<file path="src/rtl/adres_rotating_rf.sv">
// adres_rotating_rf: four-entry, WIDTH-bit rotating register file placed next
// to an ADRES-style PE. Write/read addresses, write enable and the initiation
// interval come from an 11-bit bit-serial configuration chain:
//   cfg[1:0] wr_addr, cfg[2] wr_en, cfg[4:3] rda_addr, cfg[6:5] rdb_addr,
//   cfg[10:7] ii.
// Optional feature macro: ADRES_RF_ROTATE_EN. When it is defined, a cycle
// counter renames the registers once per II (base advances). Without it,
// base is fixed at 0 and the ii field is carried in the chain but unused.
// Reads are combinational from the stored array, with no write bypass.
module adres_rotating_rf #(
   parameter int WIDTH = 32
) (
   input  logic             CGRA_Clock,
   input  logic             CGRA_Reset,
   input  logic             Config_Enable,
   input  logic             ConfigIn,
   output logic             ConfigOut,
   input  logic [WIDTH-1:0] in,
   output logic [WIDTH-1:0] out_a,
   output logic [WIDTH-1:0] out_b
);

   logic [10:0]      cfg_r;
   logic [WIDTH-1:0] rf_r [4];
   logic [1:0]       base_s;
   logic [1:0]       wr_addr_s;
   logic             wr_en_s;
   logic [1:0]       rda_addr_s;
   logic [1:0]       rdb_addr_s;

   // Logical-to-physical register index under the current rotation base.
   function automatic logic [1:0] phys_idx(input logic [1:0] logical,
                                           input logic [1:0] base);
      return logical - base;
   endfunction

   assign wr_addr_s  = cfg_r[1:0];
   assign wr_en_s    = cfg_r[2];
   assign rda_addr_s = cfg_r[4:3];
   assign rdb_addr_s = cfg_r[6:5];
   assign ConfigOut  = cfg_r[10];

   // Configuration shift register; the first bit shifted in ends in cfg_r[10].
   always_ff @(posedge CGRA_Clock or negedge CGRA_Reset) begin
      if (!CGRA_Reset) begin
         cfg_r <= 11'd0;
      end else if (Config_Enable) begin
         cfg_r <= {cfg_r[9:0], ConfigIn};
      end else begin
         cfg_r <= cfg_r;
      end
   end

`ifdef ADRES_RF_ROTATE_EN
   logic [3:0] cyc_r;
   logic [1:0] base_r;
   logic [3:0] ii_eff_s;
   logic       wrap_s;

   // Effective II (ii of 0 behaves as 1) and end-of-iteration detect.
   always_comb begin
      ii_eff_s = 4'd1;
      wrap_s   = 1'b0;
      if (cfg_r[10:7] == 4'd0) begin
         ii_eff_s = 4'd1;
      end else begin
         ii_eff_s = cfg_r[10:7];
      end
      wrap_s = (cyc_r == (ii_eff_s - 4'd1));
   end

   // Iteration counter and rotation base; both freeze while configuring.
   always_ff @(posedge CGRA_Clock or negedge CGRA_Reset) begin
      if (!CGRA_Reset) begin
         cyc_r  <= 4'd0;
         base_r <= 2'd0;
      end else if (!Config_Enable) begin
         if (wrap_s) begin
            cyc_r  <= 4'd0;
            base_r <= base_r + 2'd1;
         end else begin
            cyc_r  <= cyc_r + 4'd1;
            base_r <= base_r;
         end
      end else begin
         cyc_r  <= cyc_r;
         base_r <= base_r;
      end
   end

   assign base_s = base_r;
`else
   assign base_s = 2'd0;
`endif

   // Register array write; the index uses the base in effect before the edge,
   // so a write coinciding with a rotate lands at the pre-rotate slot.
   always_ff @(posedge CGRA_Clock or negedge CGRA_Reset) begin
      if (!CGRA_Reset) begin
         for (int i = 0; i < 4; i++) begin
            rf_r[i] <= '0;
         end
      end else if (!Config_Enable && wr_en_s) begin
         rf_r[phys_idx(wr_addr_s, base_s)] <= in;
      end else begin
         for (int i = 0; i < 4; i++) begin
            rf_r[i] <= rf_r[i];
         end
      end
   end

   // Combinational read ports through the rotation mapping.
   always_comb begin
      out_a = rf_r[phys_idx(rda_addr_s, base_s)];
      out_b = rf_r[phys_idx(rdb_addr_s, base_s)];
   end

endmodule

</file>
<file path="config.mk">
export PLATFORM = sky130hd
export DESIGN_NAME = adres_rotating_rf
export DESIGN_NICKNAME = d
export VERILOG_FILES = /design/src/rtl/adres_rotating_rf.sv
export SDC_FILE = /design/constraint.sdc
export NUM_CORES = 1
export LEC_CHECK = 0
export ABC_CLOCK_PERIOD_IN_PS = 3800
export CORE_UTILIZATION = 43
export CTS_CLUSTER_DIAMETER = 30
export DETAILED_ROUTE_END_ITERATION = 8
export PLACE_DENSITY = 0.66
export SETUP_SLACK_MARGIN = 0.4
export SLEW_MARGIN = 0
export SYNTH_ARGS = -nofsm -noshare
export SYNTH_HDL_FRONTEND = slang
export SYNTH_SLANG_ARGS = --single-unit
</file>
<file path="constraint.sdc">
create_clock -name CGRA_Clock -period 3.8 [get_ports CGRA_Clock]
set_clock_uncertainty 0.2 [all_clocks]
set_input_delay 0.38 -clock CGRA_Clock [delete_from_list [all_inputs] [get_ports CGRA_Clock]]
set_output_delay 0.38 -clock CGRA_Clock [all_outputs]
set_load 0.005 [all_outputs]
</file>
---- Word-level counts from Yosys, hierarchy flattened ----
Index checks and enable logic that the tools add are counted.
storage, ports and cells
  flip-flop bits (word level) ............. 139
  bits of input ports ..................... 36
  output and inout bits ................... 65
cells by class
  magnitude comparators ................... 4
  mux-type cells .......................... 9
  bitwise logic cells ..................... 3
  reduce and logical (&&, ||, !) cells .... 3
operator list
  kind                                                        count
  2-to-1 mux 32 bit                                           5
  binary-select mux 32 bit (select 2 bit)                     2
  bitwise mux 128 bit                                         1
  demux 32 bit (select 2 bit)                                 1
  >= comparator 3 bit, second input constant                  3
  inverter 2 -> 3 bit                                         3
  less-than comparator 3 x 1 -> 1 bit, second input constant  1
  logical AND 1 bit                                           2
  logical NOT 1 bit                                           1

---- Logic depth before layout (Yosys ltp) ----
Gate-level depths: netlist (run 1).
  depth after elaboration ................. 6
  gate-level depth with buffers ........... 4

---- Worst setup path before layout (run 1) ----
No wires, ideal clock.
  path kind ............................... reg2out
  start point ............................. reg cfg_r[5]
  end point ............................... out out_b[0]
  arrival time ............................ 1.328 ns
  slack ................................... 1.892 ns
  stages on the path, launching flop included .. 4
  buffers on the path ..................... 2
  cells stage by stage .................... dfrtp_1 > buf_2 > buf_2 > mux4_2
between the ends
  word-level cells in the longest chain between the ends .. 4
RTL lines
  item                                                  RTL line  text
  from (decl)                                           23        logic [10:0] cfg_r;
  from (signal assigned)                                48        cfg_r <= {cfg_r[9:0], ConfigIn};
  from (signal assigned)                                50        cfg_r <= cfg_r;
  inverter 2 -> 3 bit (not written as such)             115       out_b = rf_r[phys_idx(rdb_addr_s, base_s)];
  binary-select mux 32 bit (select 2 bit)               115
  2-to-1 mux 32 bit (not written as such) (2 in a row)  115
  to (decl)                                             20        output logic [WIDTH-1:0] out_b
Every way passes these cells. The select of a mux whose other input is x is not followed.

---- Final worst setup path (run 1) ----
  start point ............................. reg cfg_r[3]
  end point ............................... out out_a[8]
between the ends
  word-level cells in the longest chain between the ends .. 4
RTL lines
  item                                                  RTL line  text
  inverter 2 -> 3 bit (not written as such)             114       out_a = rf_r[phys_idx(rda_addr_s, base_s)];
  binary-select mux 32 bit (select 2 bit)               114
  2-to-1 mux 32 bit (not written as such) (2 in a row)  114
  to (decl)                                             19        output logic [WIDTH-1:0] out_a,
Every way passes these cells. The select of a mux whose other input is x is not followed.

==> impl_metrics.ini, run 1 <==
[outcome]
status = finished, violations left
violations = hold timing

[pwr]
p_int_mw = 5.483
power.density_nw_per_um2 = 883.5
seq_power_share_pct = 37.3
switchingPower_mw = 2.067
power.clock.fraction_pct = 21.8
comb_power_share_pct = 41.0
irDropWorstVdd_v = 0.0004103
swShare_pct = 27.37
p_leak_nw = 3.420

[sta]
tightest_slew_ns = 1.124
hold_viol_final = 39
fmax_mhz = 312.6
report.final.slew_viol_count = 0
whs_ns = -0.06059
period_needed_ns = 3.199
setup_viol = 0
period_share_pct = 84.17
relSlewSlack_pct = 25.07
rsz0062_at_grt = no
tns_ns = 0

[placed_design]
place_congestion = 0.7401
hpwl_mm = 9.334
io_buffers = 100
place_inst = 671

[routing]
wl_per_cell_um = 21.06
routed_wl_mm = 14.78
viasPerCell = 5.540
drtIter0Drc = 161
dr_total_vias = 3889
drcViolationCount = 0
dr.pass1.iters = 4
antenna_left = 0

[min_path]
min_path_type = primary input to async pin

[floorplan]
die_area_um2 = 16190
rows = 45
core_area_um2 = 15260
ioPinCount = 101
start_util_pct = 44.21
die_x_um = 127.2
die_y_um = 127.2

[clocking]
cts_setup_buffers = 0
numCtsBuffers = 17
cts_root_buf = clkbuf_16
clk_latency_ns = 0.42
cts.clk_slew.worst_paths_ns = 0.06
h-tree-depth = 4
cts_sinks = 139
postCtsHoldBufs = 0
cts_tree = built
cts-resized-gates = 0
clock_path_buffers = 2

[synth]
synth.most_common_cell = dfrtp_1
ys_types = 12
synth_edf_count = 0
synth_ff_type = dfrtp_1
syn_area_per_cell_um2 = 17.89
synth_top_area_share_pct = 51.57
async_reset_ff_share_pct = 100.0
syn_area_um2 = 6745
synth_seq_area_share_pct = 51.57
synth_top_area_cell = dfrtp_1
synthTopCellsByArea = dfrtp_1 52%, mux4_2 21%, mux2_2 21%, mux2_1 2.2%, buf_6 1.5%
syn_nets = 413
yosys_warnings = 0
synth_seq_cells = 139
yosys-top-cells-count = 139 x dfrtp_1, 126 x mux2_2, 64 x mux4_2
synth_cells = 377

[worst_setup_path]
cp-start-kind = flip-flop
crit_start = cfg_r[3]$_DFFE_PN0P_
critPathRequiredTime_ns = 3.22
critical_path_class = flip-flop to primary output
cpMaxStageDelayCell = dfrtp_2
endpoint_kind = primary output
worstPathMaxFanout = 20
slowest_delay_ns = 0.86
arrival_ns = 2.62
r2r_start = cfg_r[1]$_DFFE_PN0P_
path_cells = buf_4 -> mux4_2 -> clkdlybuf4s50_1

[layout]
fin_util_pct = 56.01
layout.nets = 515
area_growth_pct = 26.69
fillers = 1211
antenna_cells = 0
instances_no_fill = 702
drive_gt1_share_pct = 49.08

[global_routing]
first_global_vias = 4409
grt_start_max_net_pins = 125
grt_pass1_wl_mm = 24.77
grtUsageTotal_pct = 20.65
antenna_found_initial = 0
grt_overflow = 0

[flow_run]
cap_violations = 0
-- cells by family (layout without fill, tap and decap cells) --
family,Yosys count,after routing,synth area share [%]
mux,203,203,44.57
buf+inv,31,145,3.079
flops,139,139,51.57
simple gates,4,4,0.7791
-- critical path: cells and delay by family, from the launching register on --
family / cells / cell delay, ns
multiplexers: 1 / 0.53
flip-flops: 1 / 0.86
buffers and inverters: 2 / 0.81
-- layout by cell type (no fill, tap or decap), types with 2 or more instances in the layout --
cell type and instances:
clkdlybuf4s50_1 99, buf_4 13, clkbuf_1 2, clkinv_2 4, nor4bb_4 2, dfrtp_1 135
bufinv_16 2, clkbuf_8 5, mux2_2 126, dfrtp_2 4, mux2_1 13, clkbuf_16 17
mux4_2 64
-- power groups by stage --
stage | clock, mW | combinational (mW) | sequential (mW)
global route | 1.75 | 3.33 | 2.95
global placement | 0 | 3.08 | 2.79
CTS | 1.68 | 3.15 | 2.82
detailed placement | 0 | 3.12 | 2.84
finish | 1.64 | 3.09 | 2.81
floorplan | 0 | 1.85 | 2.51
-- sequential cells by signal, summed over array words and instances (netlist names) --
signal and cells:
cfg_r 11, rf_r 128
-- metal layers --
metal	routed length, um	vias up	global-route usage (%)
met5	0	-	0
met4	205	0	7.423
met3	706	18	5.905
met2	7426	90	33.87
met1	6443	2098	26.32
li1	-	1683	-
-- path summary, 6_finish.rpt --
kind | end | slack (ns) | cells past startpoint
worst max-delay path | out_a[8] | 0.60 | 3
worst min-delay path | rf_r[7]$_DFFE_PN0P_ | -0.06 | 1
worst max register to register | rf_r[107]$_DFFE_PN0P_ | 1.89 | 3
worst min register to register | cfg_r[7]$_DFFE_PN0P_ | 0.31 | 1
max in group asynchronous | rf_r[117]$_DFFE_PN0P_ | 2.56 | 2
min in group CGRA_Clock | cfg_r[7]$_DFFE_PN0P_ | 0.31 | 1
-- through the flow --
step	setup slack [ns]	total power, mW	cell area, um^2
after floorplan	1.892	4.357	6745
after global placement	0.9952	5.875	7956
after detailed placement	0.9695	5.962	7956
after CTS	0.5129	7.650	8546
after global routing	0.4146	8.023	8546
final	0.6014	7.550	8546
-- final cells by class --
cell class | instances | area (um^2) | area share [%]
Clock buffer | 24 | 501.7 | 5.871
Multi-Input combinational cell | 207 | 3089 | 36.15
Sequential cell | 139 | 3483 | 40.76
Timing Repair Buffer | 114 | 1120 | 13.10
Clock inverter | 7 | 87.58 | 1.025
Tap cell | 211 | 264.0 | 3.089
Power figures use the tool's default switching activity.
==> inputs of run 2 (changes only) <==
ABC_CLOCK_PERIOD_IN_PS = 3300   (was 3800)
clock period = 3.3 ns   (was 3.8 ns; I/O delays follow)
==> impl_metrics.ini, run 2 (synthesis results as in run 1) <==
[layout]
largest_reg_flops = 128
mostFrequentLayoutCells = 135 x dfrtp_1, 126 x mux2_2, 99 x clkdlybuf4s50_1, 64 x mux4_2, 21 x buf_4
registers.top_by_ff_count = rf_r
reg.largest.list = rf_r (128), cfg_r (11)
drive_gt1_share_pct = 50.30
final_common_cell = dfrtp_1
layout.nets = 524
area_growth_pct = 28.49
antenna_cells = 0
fillers = 1194
instances_no_fill = 712

[outcome]
status = complete, no violations

[pwr]
seq_power_share_pct = 35.5
switchingPower_mw = 2.428
p_total_mw = 8.888
comb_power_share_pct = 41.6
power.density_nw_per_um2 = 1025
p_int_mw = 6.460
irDropWorstVdd_v = 0.0004741
power.clock.fraction_pct = 22.9
swShare_pct = 27.32
p_leak_nw = 3.483

[global_routing]
grt_overflow = 0
grt_pass1_wl_mm = 24.10
grtUsageTotal_pct = 20.05
first_global_vias = 4388
antenna_found_initial = 0
grt_start_max_net_pins = 110

[worst_setup_path]
arrival_ns = 2.20
cp-start-kind = flip-flop
critical_path_class = flip-flop to primary output
cpMaxStageDelayCell = mux4_2
endpoint_kind = primary output
slowest_delay_ns = 0.60
worstPathMaxFanout = 19
path_cells = buf_4 -> mux4_2 -> clkdlybuf4s50_1
critPathRequiredTime_ns = 2.77

[floorplan]
start_util_pct = 44.21
ioPinCount = 101
core_area_um2 = 15260
die_area_um2 = 16190
rows = 45
die_y_um = 127.2
die_x_um = 127.2

[placed_design]
place_inst = 674
io_buffers = 100
hpwl_mm = 9.273
place_congestion = 0.6895

[clocking]
h-tree-depth = 4
cts_tree = built
numCtsBuffers = 17
clock_path_buffers = 2
cts.clk_slew.worst_paths_ns = 0.06
clk_latency_ns = 0.42
cts_sinks = 139
cts_root_buf = clkbuf_16

[sta]
fmax_mhz = 366.1
tightest_slew_ns = 0.9990
hold_viol_final = 0
report.final.slew_viol_count = 0
setup_viol = 0
period_share_pct = 82.76
rsz0062_at_grt = no
relSlewSlack_pct = 33.40
period_needed_ns = 2.731
tns_ns = 0

[routing]
drtIter0Drc = 178
drcViolationCount = 0
wl_per_cell_um = 20.78
antenna_left = 0
routed_wl_mm = 14.79
dr_total_vias = 3995
dr.pass1.iters = 4
viasPerCell = 5.611

[flow_run]
cap_violations = 0

[min_path]
min_path_type = flip-flop to flip-flop
run 2: layer usage:
metal	vias to the layer above	GRT usage, %	wire, um
met3	20	4.732	657
li1	1697	-	-
met5	-	0	0
met1	2169	26.51	6432
met4	0	7.423	232
met2	109	32.48	7471
run 2: worst paths after layout:
check,startpoint,endpoint,slack (ns),depth (start not counted)
setup / recovery,cfg_r[5]$_DFFE_PN0P_,out_b[22],0.57,3
hold / removal,cfg_r[8]$_DFFE_PN0P_,cfg_r[8]$_DFFE_PN0P_,0.30,1
setup reg to reg,cfg_r[1]$_DFFE_PN0P_,rf_r[113]$_DFFE_PN0P_,1.39,3
hold reg to reg,cfg_r[8]$_DFFE_PN0P_,cfg_r[8]$_DFFE_PN0P_,0.30,1
max in group asynchronous,CGRA_Reset,rf_r[85]$_DFFE_PN0P_,1.62,3
min in group asynchronous,CGRA_Reset,rf_r[99]$_DFFE_PN0P_,0.40,2
run 2: repair_timing:
action	in CTS	in global routing
hold buffers	1	0
gates resized for setup	2	0
hold endpoints to repair	107	0
cloned	0	0
setup buffers	0	5
setup endpoints to repair	11	1
run 2: area by class of cell:
class                   count  area (um^2)  share of cell area [%]
flip-flops and latches    139         3488                   40.25
multi-input cells         207         3089                   35.64
repair buffers            123         1190                   13.73
clock buffers              20        466.7                   5.385
well taps                 211        264.0                   3.046
clock inverters            12        168.9                   1.949
run 2: power groups by stage:
stage          Sequential [mW]  Combinational, mW  Clock [mW]
2_1_floorplan             2.89               2.13           0
5_1_grt                   3.28               3.97        2.14
3_5_place_dp              3.18               3.70           0
6_report                  3.16               3.69        2.04
3_3_place_gp              3.11               3.65           0
4_1_cts                   3.16               3.72        2.07
run 2: worst max-delay path: cells and delay by family, from the launching register on:
kind / cells / cell delay [ns]
buffers and inverters: 2 / 0.82
DFF: 1 / 0.35
muxes: 1 / 0.60
run 2: metrics by stage:
stage / setup slack (ns) / util [%] / hold slack, ns / cell area (um^2)
finish: 0.5689 / 56.80 / 0.3021 / 8667
global placement: 0.8430 / 52.29 / 0.2825 / 7979
global route: 0.4669 / 56.80 / 0.3157 / 8667
floorplan: 1.442 / - / -0.1656 / 6745
CTS: 0.4595 / 56.56 / 0.3032 / 8630
detailed placement: 0.8384 / 52.29 / 0.2904 / 7979
